===== src/rtl/health_pkg.sv =====
// health_pkg: shared states, hit sources and default tuning constants for the health controller
package health_pkg;
   typedef enum logic [1:0] {ALIVE, INVULN, DEAD, RESPAWN} health_state_t;
   typedef enum logic [1:0] {SRC_NONE = 2'b00, SRC_ENEMY = 2'b01, SRC_MET = 2'b10, SRC_SHOT = 2'b11} hit_src_t;
   localparam int MAX_HEALTH_DEF = 4;
   localparam int HW_DEF = 3;
   localparam int DMG_ENEMY_DEF = 1;
   localparam int DMG_MET_DEF = 1;
   localparam int DMG_SHOT_DEF = 2;
   localparam int HEAL_AMT_DEF = 1;
   localparam int IFRAMES_DEF = 60;
   localparam int BLINK_DIV_DEF = 4;
   localparam logic [15:0] RESPAWN_KEY_DEF = 16'h0010;
endpackage


===== src/rtl/health_ctrl_if.sv =====
// health_ctrl_if: collision/keyboard inputs and HUD/sprite outputs of the health controller
interface health_ctrl_if #(parameter int HW = 3);
   logic          enemycol;
   logic          met1_col;
   logic          shot_col;
   logic          heal_pickup;
   logic [15:0]   keycode;
   logic [HW-1:0] curr_health;
   logic          invuln;
   logic          blink;
   logic          dead;
   logic          hit_pulse;
   logic [1:0]    hit_src;
   modport master (
      output enemycol, met1_col, shot_col, heal_pickup, keycode,
      input  curr_health, invuln, blink, dead, hit_pulse, hit_src
   );
   modport slave (
      input  enemycol, met1_col, shot_col, heal_pickup, keycode,
      output curr_health, invuln, blink, dead, hit_pulse, hit_src
   );
endinterface


===== src/rtl/health_ctrl_frame_timer.sv =====
// frame_timer: loadable frame down-counter with zero flag and a blink divider
module frame_timer #(
   parameter int W   = 6,
   parameter int DIV = 4
) (
   input  logic         clk,
   input  logic         rst,
   input  logic         load,
   input  logic [W-1:0] load_val,
   input  logic         dec,
   input  logic         blink_en,
   output logic         zero,
   output logic         blink
);
   localparam int DW = $clog2(DIV + 1);
   localparam logic [DW-1:0] DLAST = DW'(DIV - 1);
   logic [W-1:0]  cnt_q, cnt_d;
   logic [DW-1:0] div_q, div_d;
   logic          blink_q, blink_d, wrap;
   // next count; divider and blink clear whenever blinking is not enabled
   always_comb begin
      wrap    = div_q == DLAST;
      cnt_d   = load ? load_val : (dec && cnt_q != '0) ? cnt_q - 1'b1 : cnt_q;
      div_d   = (!blink_en || wrap) ? '0 : div_q + 1'b1;
      blink_d = blink_en && (blink_q ^ wrap);
   end
   // counter, divider and blink registers
   always_ff @(posedge clk) begin
      if (rst) begin
         cnt_q   <= '0;
         div_q   <= '0;
         blink_q <= 1'b0;
      end else begin
         cnt_q   <= cnt_d;
         div_q   <= div_d;
         blink_q <= blink_d;
      end
   end
   assign zero  = cnt_q == '0;
   assign blink = blink_q;
endmodule


===== src/rtl/health_ctrl.sv =====
// health_ctrl: prioritised damage, edge-detected healing, invincibility, death and respawn
module health_ctrl import health_pkg::*; #(
   parameter int          MAX_HEALTH  = MAX_HEALTH_DEF,
   parameter int          HW          = HW_DEF,
   parameter int          DMG_ENEMY   = DMG_ENEMY_DEF,
   parameter int          DMG_MET     = DMG_MET_DEF,
   parameter int          DMG_SHOT    = DMG_SHOT_DEF,
   parameter int          HEAL_AMT    = HEAL_AMT_DEF,
   parameter int          IFRAMES     = IFRAMES_DEF,
   parameter int          BLINK_DIV   = BLINK_DIV_DEF,
   parameter logic [15:0] RESPAWN_KEY = RESPAWN_KEY_DEF
) (
   input  logic          frame_clk,
   input  logic          reset,
   health_ctrl_if.slave  bus
);
   localparam int HW1 = HW + 1;
   localparam int TW  = $clog2(IFRAMES + 1);
   localparam logic [HW:0]   MAXV  = HW1'(MAX_HEALTH);
   localparam logic [HW:0]   DMG_E = HW1'(DMG_ENEMY);
   localparam logic [HW:0]   DMG_M = HW1'(DMG_MET);
   localparam logic [HW:0]   DMG_S = HW1'(DMG_SHOT);
   localparam logic [HW:0]   HEALV = HW1'(HEAL_AMT);
   localparam logic [TW-1:0] ILOAD = TW'(IFRAMES - 1);
   health_state_t state_q, state_d;
   hit_src_t      hit_src_q, hit_src_d, src;
   logic [HW-1:0] health_q, health_d;
   logic          hit_pulse_q, hit_pulse_d, heal_prev_q;
   logic          any_dmg, heal_edge, tmr_load, tmr_zero, blink;
   logic [HW:0]   dmg, heal, h_ext, dsum, hsum, dsat, hsat;
   // fixed-priority damage select and saturating health arithmetic at HW+1 bits
   always_comb begin
      any_dmg   = bus.enemycol | bus.met1_col | bus.shot_col;
      src       = bus.enemycol ? SRC_ENEMY : bus.met1_col ? SRC_MET : SRC_SHOT;
      dmg       = bus.enemycol ? DMG_E : bus.met1_col ? DMG_M : DMG_S;
      heal_edge = bus.heal_pickup & ~heal_prev_q;
      heal      = heal_edge ? HEALV : '0;
      h_ext     = {1'b0, health_q};
      dsum      = h_ext - dmg + heal;
      hsum      = h_ext + heal;
      dsat      = dsum > MAXV ? MAXV : dsum;
      hsat      = hsum > MAXV ? MAXV : hsum;
   end
   // next state, health, hit reporting and timer load
   always_comb begin
      state_d     = state_q;
      health_d    = health_q;
      hit_pulse_d = 1'b0;
      hit_src_d   = hit_src_q;
      tmr_load    = 1'b0;
      case (state_q)
         ALIVE: begin
            if (any_dmg) begin
               hit_pulse_d = 1'b1;
               hit_src_d   = src;
               if (h_ext <= dmg) begin
                  health_d = '0;
                  state_d  = DEAD;
               end else begin
                  health_d = dsat[HW-1:0];
                  tmr_load = 1'b1;
                  state_d  = INVULN;
               end
            end else if (heal_edge) begin
               health_d = hsat[HW-1:0];
            end
         end
         INVULN: begin
            health_d = hsat[HW-1:0];
            state_d  = tmr_zero ? ALIVE : INVULN;
         end
         DEAD: state_d = (bus.keycode == RESPAWN_KEY) ? RESPAWN : DEAD;
         RESPAWN: begin
            health_d = MAXV[HW-1:0];
            tmr_load = 1'b1;
            state_d  = INVULN;
         end
      endcase
   end
   // controller registers
   always_ff @(posedge frame_clk) begin
      if (reset) begin
         state_q     <= ALIVE;
         health_q    <= MAXV[HW-1:0];
         hit_pulse_q <= 1'b0;
         hit_src_q   <= SRC_NONE;
         heal_prev_q <= 1'b0;
      end else begin
         state_q     <= state_d;
         health_q    <= health_d;
         hit_pulse_q <= hit_pulse_d;
         hit_src_q   <= hit_src_d;
         heal_prev_q <= bus.heal_pickup;
      end
   end
   frame_timer #(.W(TW), .DIV(BLINK_DIV)) u_timer (
      .clk      (frame_clk),
      .rst      (reset),
      .load     (tmr_load),
      .load_val (ILOAD),
      .dec      (state_q == INVULN),
      .blink_en (state_q == INVULN && state_d == INVULN),
      .zero     (tmr_zero),
      .blink    (blink)
   );
   assign bus.curr_health = health_q;
   assign bus.invuln      = state_q == INVULN;
   assign bus.dead        = state_q == DEAD;
   assign bus.blink       = blink;
   assign bus.hit_pulse   = hit_pulse_q;
   assign bus.hit_src     = hit_src_q;
endmodule


===== src/flat_wrapper.sv =====
// flat-port wrapper written by rule: the top's interface ports become plain ports
module health_ctrl_flat import health_pkg::*;
#(
   parameter int          MAX_HEALTH  = MAX_HEALTH_DEF,
   parameter int          HW          = HW_DEF,
   parameter int          DMG_ENEMY   = DMG_ENEMY_DEF,
   parameter int          DMG_MET     = DMG_MET_DEF,
   parameter int          DMG_SHOT    = DMG_SHOT_DEF,
   parameter int          HEAL_AMT    = HEAL_AMT_DEF,
   parameter int          IFRAMES     = IFRAMES_DEF,
   parameter int          BLINK_DIV   = BLINK_DIV_DEF,
   parameter logic [15:0] RESPAWN_KEY = RESPAWN_KEY_DEF
)
  (frame_clk, reset, bus_enemycol, bus_met1_col, bus_shot_col, bus_heal_pickup, bus_keycode, bus_curr_health, bus_invuln, bus_blink, bus_dead, bus_hit_pulse, bus_hit_src);
  health_ctrl_if #(.HW(HW)) bus_i ();
  input  logic frame_clk;
  input  logic reset;
  input wire logic [$bits(bus_i.enemycol)-1:0] bus_enemycol;
  input wire logic [$bits(bus_i.met1_col)-1:0] bus_met1_col;
  input wire logic [$bits(bus_i.shot_col)-1:0] bus_shot_col;
  input wire logic [$bits(bus_i.heal_pickup)-1:0] bus_heal_pickup;
  input wire logic [$bits(bus_i.keycode)-1:0] bus_keycode;
  output wire logic [$bits(bus_i.curr_health)-1:0] bus_curr_health;
  output wire logic [$bits(bus_i.invuln)-1:0] bus_invuln;
  output wire logic [$bits(bus_i.blink)-1:0] bus_blink;
  output wire logic [$bits(bus_i.dead)-1:0] bus_dead;
  output wire logic [$bits(bus_i.hit_pulse)-1:0] bus_hit_pulse;
  output wire logic [$bits(bus_i.hit_src)-1:0] bus_hit_src;
  assign bus_i.enemycol = bus_enemycol;
  assign bus_i.met1_col = bus_met1_col;
  assign bus_i.shot_col = bus_shot_col;
  assign bus_i.heal_pickup = bus_heal_pickup;
  assign bus_i.keycode = bus_keycode;
  assign bus_curr_health = bus_i.curr_health;
  assign bus_invuln = bus_i.invuln;
  assign bus_blink = bus_i.blink;
  assign bus_dead = bus_i.dead;
  assign bus_hit_pulse = bus_i.hit_pulse;
  assign bus_hit_src = bus_i.hit_src;
  health_ctrl #(.MAX_HEALTH(MAX_HEALTH), .HW(HW), .DMG_ENEMY(DMG_ENEMY), .DMG_MET(DMG_MET), .DMG_SHOT(DMG_SHOT), .HEAL_AMT(HEAL_AMT), .IFRAMES(IFRAMES), .BLINK_DIV(BLINK_DIV), .RESPAWN_KEY(RESPAWN_KEY)) u_core (.frame_clk(frame_clk), .reset(reset), .bus(bus_i));
endmodule

===== config.mk =====
export PLATFORM = sky130hd
export DESIGN_NAME = health_ctrl_flat
export DESIGN_NICKNAME = d
export VERILOG_FILES = /design/src/rtl/health_pkg.sv /design/src/rtl/health_ctrl_if.sv /design/src/rtl/health_ctrl_frame_timer.sv /design/src/rtl/health_ctrl.sv /design/src/flat_wrapper.sv
export SDC_FILE = /design/constraint.sdc
export NUM_CORES = 1
export LEC_CHECK = 0
export BUFFER_PORTS_ARGS = -buffer_cell sky130_fd_sc_hd__buf_2
export CORE_MARGIN = 2
export CORE_UTILIZATION = 50
export DETAILED_ROUTE_END_ITERATION = 6
export PLACE_DENSITY_LB_ADDON = 0.25
export SETUP_SLACK_MARGIN = 0.2
export SYNTH_ARGS = -nofsm -noshare
export SYNTH_HDL_FRONTEND = slang
export SYNTH_SLANG_ARGS = --single-unit

===== constraint.sdc =====
create_clock -name frame_clk -period 6.4 [get_ports frame_clk]
set_input_delay 0.96 -clock frame_clk [delete_from_list [all_inputs] [get_ports frame_clk]]
set_output_delay 0.96 -clock frame_clk [all_outputs]
set_load 0.02 [all_outputs]

# --- Word-level counts from Yosys, hierarchy flattened ---
# Cells that the tools add are included.
classes:
  n_addsub: 5
  order_cmp: 3
  n_reduce_logical: 15
  mux: 22
  n_eq_ne: 7
  n_bitwise: 6
op_table:
  columns: ["op", "count"]
  rows:
  - ["16-bit by 5-bit == test with 1-bit output, second input constant", 1]
  - ["3-bit 2-to-1 mux", 5]
  - ["6-bit 2-to-1 mux", 2]
  - ["3-bit one-hot mux with 3 select lines", 1]
  - ["4-bit by 3-bit > comparator with 1-bit output, second input constant", 2]
  - ["2-bit 2-to-1 mux", 4]
  - ["2-bit one-hot mux with 4 select lines", 1]
  - ["1-bit 2-to-1 mux", 7]
  - ["6-bit zero test", 1]
  - ["6-bit nonzero test", 1]
  - ["2-bit OR reduction", 3]
  - ["6-bit by 1-bit subtractor with 6-bit output, second input constant", 1]
  - ["3-bit by 1-bit adder with 4-bit output", 1]
  - ["4-bit by 1-bit adder with 4-bit output", 1]
  - ["2-bit by 1-bit == test with 1-bit output, second input constant", 2]
  - ["2-bit == test, second input constant", 2]
  - ["3-bit by 4-bit <= comparator with 1-bit output", 1]
  - ["4-bit 2-to-1 mux", 1]
  - ["2-bit AND reduction", 2]
  - ["3-bit by 4-bit subtractor with 4-bit output", 1]
  - ["3-bit by 1-bit adder with 3-bit output, second input constant", 1]
  - ["3-bit by 2-bit == test with 1-bit output, second input constant", 1]
  - ["1-bit logical AND", 3]
  - ["3-bit by 1-bit != test with 1-bit output, second input constant", 1]
  - ["other kinds (10)", 12]
totals:
  output_inout_bits: 9
  wordCells: 67
  input_bits: 22
  regBits: 19

# --- Logic depth before layout (Yosys ltp) ---
# Gate-level depths: netlist (run 1).
logic_depth:
  word_depth: 11
  ltp_mapped: 10
  ltp_nobuf: 10

# --- Cells and area by module ---
# From an unflattened synthesis (run 1), not the netlist that was laid out.
unflattened:
  cells_unflattened: 163
  hier_area_um2: 1416.4
modules_own_cells:
  columns: ["module", "cells_per_inst", "area_each_um2", "n_inst"]
  rows:
  - ["health_ctrl", 106, 910.9, 1]
  - ["frame_timer", 57, 505.5, 1]

# --- Least setup slack after synthesis (run 1) ---
# OpenSTA, ideal clock, no wires.
synth_path:
  kind: "in2reg"
  start: "in bus_enemycol"
  end: "reg u_core.health_q[0], in the netlist u_core.bus.curr_health[0]"
  stages: 9
  arrival_time_ps: 3072
  path_slack_ps: 3233
  path_cell_list: "or2_2 > ha_1 > fa_1 > inv_1 > ha_1 > or3_1 > a22oi_1 > nand3_1 > a221oi_1"
synth_via:
  elab_chain_cells: 8
  word_cells_on_any_way: 13
synth_lines:
  columns: ["element", "line_no", "text"]
  rows:
  - ["from (decl)", "flat_wrapper.sv:18", "input wire logic [$bits(bus_i.enemycol)-1:0] bus_enemycol;"]
  - ["4-bit 2-to-1 mux", "health_ctrl.sv:35", "dmg = bus.enemycol ? DMG_E : bus.met1_col ? DMG_M : DMG_S;"]
  - ["3-bit by 4-bit subtractor with 4-bit output", "health_ctrl.sv:39", "dsum = h_ext - dmg + heal;"]
  - ["4-bit by 1-bit adder with 4-bit output", "health_ctrl.sv:39", null]
  - ["4-bit by 3-bit > comparator with 1-bit output", "health_ctrl.sv:41", "dsat = dsum > MAXV ? MAXV : dsum;"]
  - ["3-bit 2-to-1 mux", "health_ctrl.sv:41", null]
  - ["3-bit 2-to-1 mux", "health_ctrl.sv:56", "if (h_ext <= dmg) begin"]
  - ["3-bit 2-to-1 mux", "health_ctrl.sv:53", "if (any_dmg) begin"]
  - ["3-bit one-hot mux with 3 select lines", "health_ctrl.sv:51", "case (state_q)"]
  - ["to (signal assigned)", "health_ctrl.sv:84", "health_q <= MAXV[HW-1:0];"]
  - ["to (signal assigned)", "health_ctrl.sv:90", "health_q <= health_d;"]
  - ["to (decl)", "health_ctrl.sv:27", "logic [HW-1:0] health_q, health_d;"]
# Several ways; a longest one is shown, not always the timed one.
# A chain may end at the register's enable or synchronous reset.

# --- Worst setup path after layout (run 1) ---
# Same ends and word-level chain as after synthesis.

==> results.md, run 1 <==
- The pin count of the biggest net entering global routing is 18.
- The fraction of the mapped netlist area in simple logic gates is 27.3%.
- The number of setup buffers added after CTS is 0.
- The endpoint identified for the worst register-to-register timing path is u_core.bus.curr_health[0]$_SDFFE_PP0P_.
- The critical path buffer and inverter count is 2.
- The share of synthesized area occupied by flip-flops and latches is 28.3%.
- The clock tree from TritonCTS is built.
- The type of element launching the critical path is an input port.
- The Yosys step of the flow raised 0 warnings.
- The multi-input combinational cells in the finished layout cover a total of 888 um2.
- The worst register-to-register path begins at u_core.bus.curr_health[0]$_SDFFE_PP0P_.
- In this run the core area contains 18 standard-cell rows.
- The number of enable flip-flop cells after synthesis is 0.
- The worst hold path was traced through 2 stages.
- The critical path start-end classification is input port to flop.
- After the flow finishes, the layout carries non-filler instances totaling 230.
- Counting cells, the worst reg-to-reg path comes to 9.
- Power spread over the standard cell area amounts to 456 nW/um2.
- The largest delay contributor family on the critical path is adder cells.
- The largest fanout on the critical path is 6.
- Across the run, the number of max-cap violations was 0.
- The period utilization is 50.0%.
- The sequential cell area in the final layout is 380 um2.
- The cell total after placement is 226.
- The critical path goes through buf_2 > or2_2 > ha_1 > fa_1 > inv_1 > ha_1 > or3_1 > a22oi_1 > nand3_1 > a221oi_1.
- The clock tree buffer depth is 2.
- For the worst setup path, the data required time is 6620 ps.
- Once detail routing completed, the nets flagged for antenna violations numbered 0.
- The clock period minus worst slack is 3200 ps.
- The remaining global-route overflow is 0.
- In this run the number of H-tree levels came out at 1.
- The number of buffers created by CTS is 3.
- The count of cell instances traversed by the critical path is 10.
- The half-perimeter wire length after detailed placement is 2290 um.
- The initial utilization of the core area, before any placement, comes to 53.3%.
- Setup violations remaining at the end of the flow were counted as 0.
- After synthesis the cells add up to 1350 um2.
- At the pin with the least slew margin, the transition time is 586 ps.
- The library cell used most frequently in the layout, excluding fill and tap cells, is buf_2.
- The reg-to-reg setup timing slack is 3820 ps.
- The fraction of the mapped netlist area in compound gates is 20.5%.
- The number of nets in the synthesized netlist is 209.
- The pre-CTS setup slack is 2910 ps.
- The synthesized design contains 19 register bits.
- The height of the die is 55.9 um.
- For this run, the total global-route usage over all layers was measured as 19.4%.
- For this design, the CTS-stage hold fixing added 0 buffers.
- Summed over all layers, the routed wires come to 2870 um.
- At the end of the flow, the number of nets in the layout was 239.
- The post-synthesis average cell area is 7.87 um2.
- The first global-routing pass estimated 5010 um of wire.
- The clock arrives with 21.9 ps of skew.
- The async set-reset flop share out of synthesis is 0%.
- For this run, the leading register cell type out of synthesis is dfxtp_1.
- Routability-driven placement finished with a final weighted congestion of 0.860.
- Among all stages on the critical path, the largest delay is contributed by fa_1.
- For this run, the top clock speed supported by timing is 312 MHz.
- Setup repair after global routing left no endpoint under its margin.
- The accumulated negative setup slack is 0 ps.
- The number of max-slew violations in the final report came to 0.
- Synthesis instantiated 42 different standard cells from the library.
- The via count is 1298.
- The first detailed-routing pass ran for 4 iterations.
- The clock insertion delay at the later pin of the skew report is 310 ps.
- After Yosys synthesis, full adders, half adders and majority gates account for 15.4% of the synthesized area.
- The floorplan step defined a core boundary enclosing 2520 um2.
- The total of fill cells in the finished design is 234.
- The number of failing hold endpoints at the final stage is 0.
- The flow ran to the end, and the final reports show no timing, DRC or antenna violations.
- The worst slew slack as a fraction of its limit is 61.0%.
- The path class of the tightest hold or removal check is flop to flop.
- The library cells used most frequently in the layout, excluding fill and tap cells, are buf_2, dfxtp_1, nor2_1, a21oi_1.
- The master cell of the clock root buffer is clkbuf_4.
- The startpoint of the lowest-slack hold path is u_core.bus.hit_src[0]$_SDFFE_PP0P_.
- For this run, design rule violations remaining after detail routing come to 0.
- The fraction of final layout cells with drive strength greater than 1 is 21.5%.
- The arrival time at the worst endpoint is 3430 ps.
- Synthesis handed over a netlist of 171 instances.
- The multiplexer area fraction after synthesis is 1.49%.
- The area of the die is 3120 um2.
- Across all hold checks on the routed design, the worst slack comes to 477 ps.
- The violation count after the first detailed-routing iteration is 36.
- The average wire per standard cell is 12.5 um.
- The critical path endpoint category is a flop.
- Pin placement for this block handled 31 I/O pins.
- The number of global-route vias before repair is 1198.
- The initial antenna violation count is 0.
- In this run, post-CTS repair resized a total of 0 instances.
- For this design the static power due to leakage is 0.000681 uW.
- The vias per cell is 5.64.
- The final antenna diode count is 0.
- The largest family of logic cells by synthesized area is simple AND/OR/NAND/NOR gates.
- The worst voltage drop across the vdd grid is 0.000293 V.
- The most used cell along the critical path is ha_1.
- The clock slew at the register clock pins of the worst setup and hold paths is 130 ps.
- The share of the synthesized netlist area taken by xor and xnor gates is 1.30%.
- The number of buffer cells added on primary ports is 30.
- The horizontal extent of the die is 55.9 um.
- The total number of clock tree sinks is 19.
- The longest individual stage delay on the worst path is 510 ps.
- In the post-route analysis, the smallest setup slack over all paths is 3200 ps.
- The total power consumption of the routed design is 703 uW.
- The area growth from synthesis to layout is 14.5%.
- The path with the worst hold slack has its endpoint at u_core.bus.hit_src[0]$_SDFFE_PP0P_.
registers in the layout, summed over array words and instances, names as in the netlist:
name,cells
u_core.u_timer.cnt_q,6
u_core.bus.hit_src,2
u_core.u_timer.blink,1
u_core.bus.hit_pulse,1
u_core.u_timer.div_q,3
u_core.state_q,2
u_core.bus.curr_health,3
u_core.heal_prev_q,1
metal layers:
metal	vias to the layer above	global-route usage (%)	part of all wire, %
li1	667	-	-
met3	5	3.02	3.6
met1	597	22.8	43
met4	0	6.12	1.1
met2	29	35.7	52
met5	-	0	0
cells in the mapped netlist, types with 2 or more instances:
| cell | instances | area [um2] |
|---|---|---|
| dfxtp_1 | 19 | 380 |
| nor2_1 | 18 | 67.6 |
| a21oi_1 | 16 | 80.1 |
| ha_1 | 15 | 188 |
| inv_1 | 15 | 56.3 |
| nand2_1 | 12 | 45.0 |
| nor3_1 | 12 | 60.1 |
| o21ai_0 | 9 | 45.0 |
| nand3_1 | 6 | 30.0 |
| nor2b_1 | 6 | 37.5 |
| a221oi_1 | 3 | 26.3 |
| clkbuf_1 | 3 | 11.3 |
| nor4_1 | 3 | 18.8 |
| o211ai_1 | 3 | 22.5 |
| a31oi_1 | 2 | 12.5 |
| mux2i_1 | 2 | 20.0 |
| or3_1 | 2 | 12.5 |
area by class of cell:
type / instances / area share [%]
Inverter: 15 / 3.66
Timing Repair Buffer: 30 / 9.75
Multi-Input combinational cell: 132 / 57.7
Clock inverter: 1 / 0.325
Tap cell: 30 / 2.44
Sequential cell: 19 / 24.7
Clock buffer: 3 / 1.46
how the worst max path moves through the flow:
stage | from | to | slack (ps)
after detailed placement | bus_enemycol | u_core.bus.curr_health[0]$_SDFFE_PP0P_ | 2910
after global routing | bus_enemycol | u_core.bus.curr_health[1]$_SDFFE_PP0P_ | 3100
after CTS | bus_enemycol | u_core.bus.curr_health[0]$_SDFFE_PP0P_ | 3230
after floorplan | bus_enemycol | u_core.bus.curr_health[0]$_SDFFE_PP0P_ | 3230
final | bus_enemycol | u_core.bus.curr_health[0]$_SDFFE_PP0P_ | 3200
after global placement | bus_enemycol | u_core.bus.curr_health[1]$_SDFFE_PP0P_ | 3030
worst reg2reg max path, delay by kind of cell (launching register included):
kind | cells | cell delay [ps]
DFF | 1 | 410
buffers and inverters | 2 | 120
AOI/OAI and AO/OA | 2 | 500
adders and majority gates | 3 | 970
and+or+nand+nor | 2 | 490
per-stage QoR:
stage / area [um2] / util (%)
after floorplan: 1350 / -
after global placement: 1510 / 60.0
after detailed placement: 1510 / 60.0
after CTS: 1540 / 61.1
after global routing: 1540 / 61.1
final: 1540 / 61.1
cell families after synthesis:
group	count (synthesis)
compound gates	42
xor+xnor	2
fa+ha+maj	16
buf+inv	20
flops	19
mux	2
simple gates	70
power breakdown:
part / switching (uW) / internal (uW)
logic: 258 / 183
registers: 41.1 / 158
clock network: 39.1 / 23.3
(Power assumes the default switching activity.)
==> run 2, diff against run 1 <==
Settings changed: ABC_AREA set to 1.
Clock period 6.4 ns to 3.3 ns, I/O delays scaled along.
==> results.md, run 2 <==
- The flow ran to the end, and the final reports show no timing, DRC or antenna violations.
- The library cells used most frequently in the layout, excluding fill and tap cells, are inv_1, nand2_1, nor2_1, buf_2, dfxtp_1.
- The non-filler instance count after layout is 261 (+13%).
- The number of enable flip-flop cells after synthesis is 0 (unchanged).
- The post-CTS setup-driven buffer insertion count came to 0 (unchanged).
- The number of cells produced by synthesis is 198 (+16%).
- The pre-CTS setup slack is 846 ps (-2060 ps).
- The number of max-slew violations in the final report was 0 (unchanged).
- The worst path setup slack after routing is 1140 ps (-2060 ps).
- The floorplan core area is 2500 um2 (-0.89%).
- The global-route wire length before repair is 4690 um (-6.3%).
- The synthesis warning total is 0 (unchanged).
- The average wire per standard cell is 10.4 um (-17%).
- The primary flip-flop cell chosen by synthesis mapping is dfxtp_1.
- The area of the die is 3110 um2 (-0.34%).
- The final antenna diode count is 0 (unchanged).
- The cell total after placement is 257 (+14%).
- The clock insertion delay at the later pin of the skew report is 300 ps (about the same).
- The total number of clock tree sinks is 19 (unchanged).
- The number of failing hold endpoints at the final stage was 0 (unchanged).
- The cell leakage power is 0.000835 uW (+23%).
- Broken down by cell family, the worst path's largest delay share belongs to adder cells.
- The final worst clock skew was 1.39 ps (-20.5 ps).
- The initial antenna violation count is 0 (unchanged).
- The critical path endpoint category is a flop.
- The cell type with the highest aggregate area in the netlist is dfxtp_1.
- The clock tree from TritonCTS is built.
- The number of maximum-capacitance violations is 0 (unchanged).
- The arrival time at the worst endpoint is 2370 ps (-1060 ps).
- The commonest cells after synthesis are inv_1, nand2_1, nor2_1, dfxtp_1, nand3_1.
- The clock slew at the register clock pins of the worst setup and hold paths came to 110 ps (-20 ps).
- The number of instances resized during post-cts repair was 0 (unchanged).
- The half-perimeter wire length after detailed placement is 2220 um (-3.2%).
- The largest fanout on the critical path is 3 (-3).
- The transition time at the pin with the least slew margin was 320 ps (-265 ps).
- The violation count after the first detailed-routing iteration is 41 (+14%).
- The number of global-route vias before repair is 1149 (-4.1%).
- The post-synthesis average cell area is 6.77 um2 (-14%).
- The most used cell along the critical path is nand2_1.
- The share of synthesized area occupied by flip-flops and latches is 28.4% (+0.11 points).
- The critical path buffer and inverter count is 4 (+2).
- The number of cell rows is 18 (unchanged).
- The horizontal extent of the die is 55.8 um (-0.17%).
- The number of storage elements in the synthesis netlist was 19 (unchanged).
- The placer congestion estimate was 0.842 (-2.1%).
- The type of element launching the critical path is an input port.
- The total number of nets in the final design is 270 (+13%).
- The vias per cell is 4.93 (-13%).
- The fraction of final layout cells with drive strength greater than 1 is 19.9% (-1.6 points).
- The post-detailed-routing wire length was 2720 um (-5.3%).
- The final number of setup-violating endpoints is 0 (unchanged).
- The number of library cell types mapped by synthesis is 31 (-26%).
- The worst voltage drop across the vdd grid is 0.000531 V (+81%).
- Counting flops per register, the top entry is u_core.u_timer.cnt_q.
- Based on the critical path, the design can be clocked at up to 463 MHz.
- The post-synthesis cell area is 1340 um2 (-0.37%).
- The remaining global-route overflow is 0 (unchanged).
- Setup repair after global routing left no endpoint under its margin.
- The detailed-routing iteration count for the pre-antenna-repair pass is 4 (unchanged).
- The via count is 1287 (-0.85%).
- The pin count of the biggest net entering global routing is 15 (-3).
- The initial core utilization came to 53.6% (+0.28 points).
- The post-layout utilization of the core is 62.0% (+0.95 points).
- The combined global-route utilization of all metal layers is 18.6% (-0.72 points).
- By area the synthesized netlist is led by dfxtp_1, ha_1, inv_1.
- The signal on the critical path passes through buf_2 > nor2_4 > inv_1 > ha_1 > fa_1 > inv_1 > ha_1 > inv_1 > nand3b_1 > nand2_1 > nand2_1 > nand3_1 > nand2_1 > nand2_1 > nand2_1.
- The boundary pin count was 31 (unchanged).
- The number of buffer cells added on primary ports is 30 (unchanged).
- The master cell of the clock root buffer is clkbuf_4.
- The total of hold buffers inserted after clock tree synthesis is 0 (unchanged).
- The async set-reset flop share out of synthesis came to 0% (unchanged).
- The number of buffers created by CTS is 3 (unchanged).
- From synthesis to final layout, the design area changed by 15.7%.
- The accumulated negative setup slack is 0 ps (unchanged).
- The period utilization is 65.4%.
- The worst hold path belongs to the class input port to flop.
- The clock tree buffer depth is 2 (unchanged).
- The worst slew slack as a fraction of its limit is 78.6% (+18 points).
- The flip-flop count of the largest register, all copies and words added is 6 (unchanged).
- The total DRC errors in the routed layout is 0 (unchanged).
- The total power density per cell area came to 843 nW/um2 (+85%).
- By startpoint and endpoint, the worst setup path is classified as input port to flop.
- The height of the die is 55.8 um (-0.17%).
- The number of levels the H-tree was split into is 1 (unchanged).
- The number of nets in the synthesized netlist is 236 (+13%).
- The area share of the largest cell type after synthesis is 28.4% (+0.11 points).
- The worst endpoint required time came to 3510 ps (-3110 ps).
- The longest individual stage delay on the worst path came to 490 ps (-20 ps).
- The clock period minus worst slack is 2160 ps.
- The slowest library cell on the worst path is fa_1.
- The number of nets with antenna violations after detailed routing is 0 (unchanged).
run 2: cell types whose count changed in the layout (fill, tap and decap cells not counted), sizes merged, moves of 6 or more:
cell / before / now
nor2b: 6 / 0
nor2: 18 / 35
nand2: 12 / 39
inv: 15 / 37
a21oi: 17 / 9
nand3: 6 / 18
nor3: 13 / 2
run 2: report_power, final:
| group | total [uW] | switching [uW] | internal, uW |
|---|---|---|---|
| registers | 363 | 61.7 | 301 |
| logic | 823 | 519 | 304 |
| clock network | 121 | 74.1 | 47.1 |
run 2: area by class of cell:
type / instances / area, um2
inverter: 37 / 139
sequential: 19 / 380
timing repair buffer: 30 / 150
multi-input combinational: 141 / 817
fill: 248 / 950
tap: 30 / 37.5
clock buffer: 4 / 26.3
run 2: logic make-up (layout without fill, tap and decap cells):
logic type / Yosys count / count (layout) / synth area share, %
AO/OA/AOI/OAI: 23 / 23 / 10.7
XOR/XNOR: 1 / 1 / 0.654
adder cells (fa/ha/maj): 16 / 16 / 15.5
buffers and inverters: 38 / 71 / 10.6
flip-flops: 19 / 19 / 28.4
AND/OR/NAND/NOR: 101 / 101 / 34.1
run 2: final timing paths:
kind | start | endpoint | slack (ps) | cells after the start
min | bus_heal_pickup | u_core.heal_prev_q$_SDFF_PP0_ | 400 | 3
min reg2reg | u_core.u_timer.div_q[0]$_SDFF_PP0_ | u_core.u_timer.div_q[0]$_SDFF_PP0_ | 420 | 1
max | bus_enemycol | u_core.bus.curr_health[2]$_SDFFE_PP1P_ | 1140 | 15
max reg2reg | u_core.bus.curr_health[0]$_SDFFE_PP0P_ | u_core.bus.curr_health[2]$_SDFFE_PP1P_ | 1210 | 13
run 2: routing by layer:
layer	vias to the layer above	global-route usage (%)	wire length, um
met2	33	32.1	1240
met4	0	4.18	36
met5	-	0	0
met1	550	23.6	1300
met3	4	4.19	142
li1	700	-	-
run 2: through the flow:
stage | power [uW] | area, um2 | hold WS (ps)
after detailed placement | 1190 | 1520 | 411
after global placement | 1170 | 1520 | 410
after CTS | 1310 | 1550 | 403
final | 1310 | 1550 | 402
after global routing | 1460 | 1550 | 422
after floorplan | 999 | 1340 | 397
run 2: tightest hold or removal path, cell delays in order:
cell and delay [ps]:
buf_2 70, inv_1 40, nor2_1 70
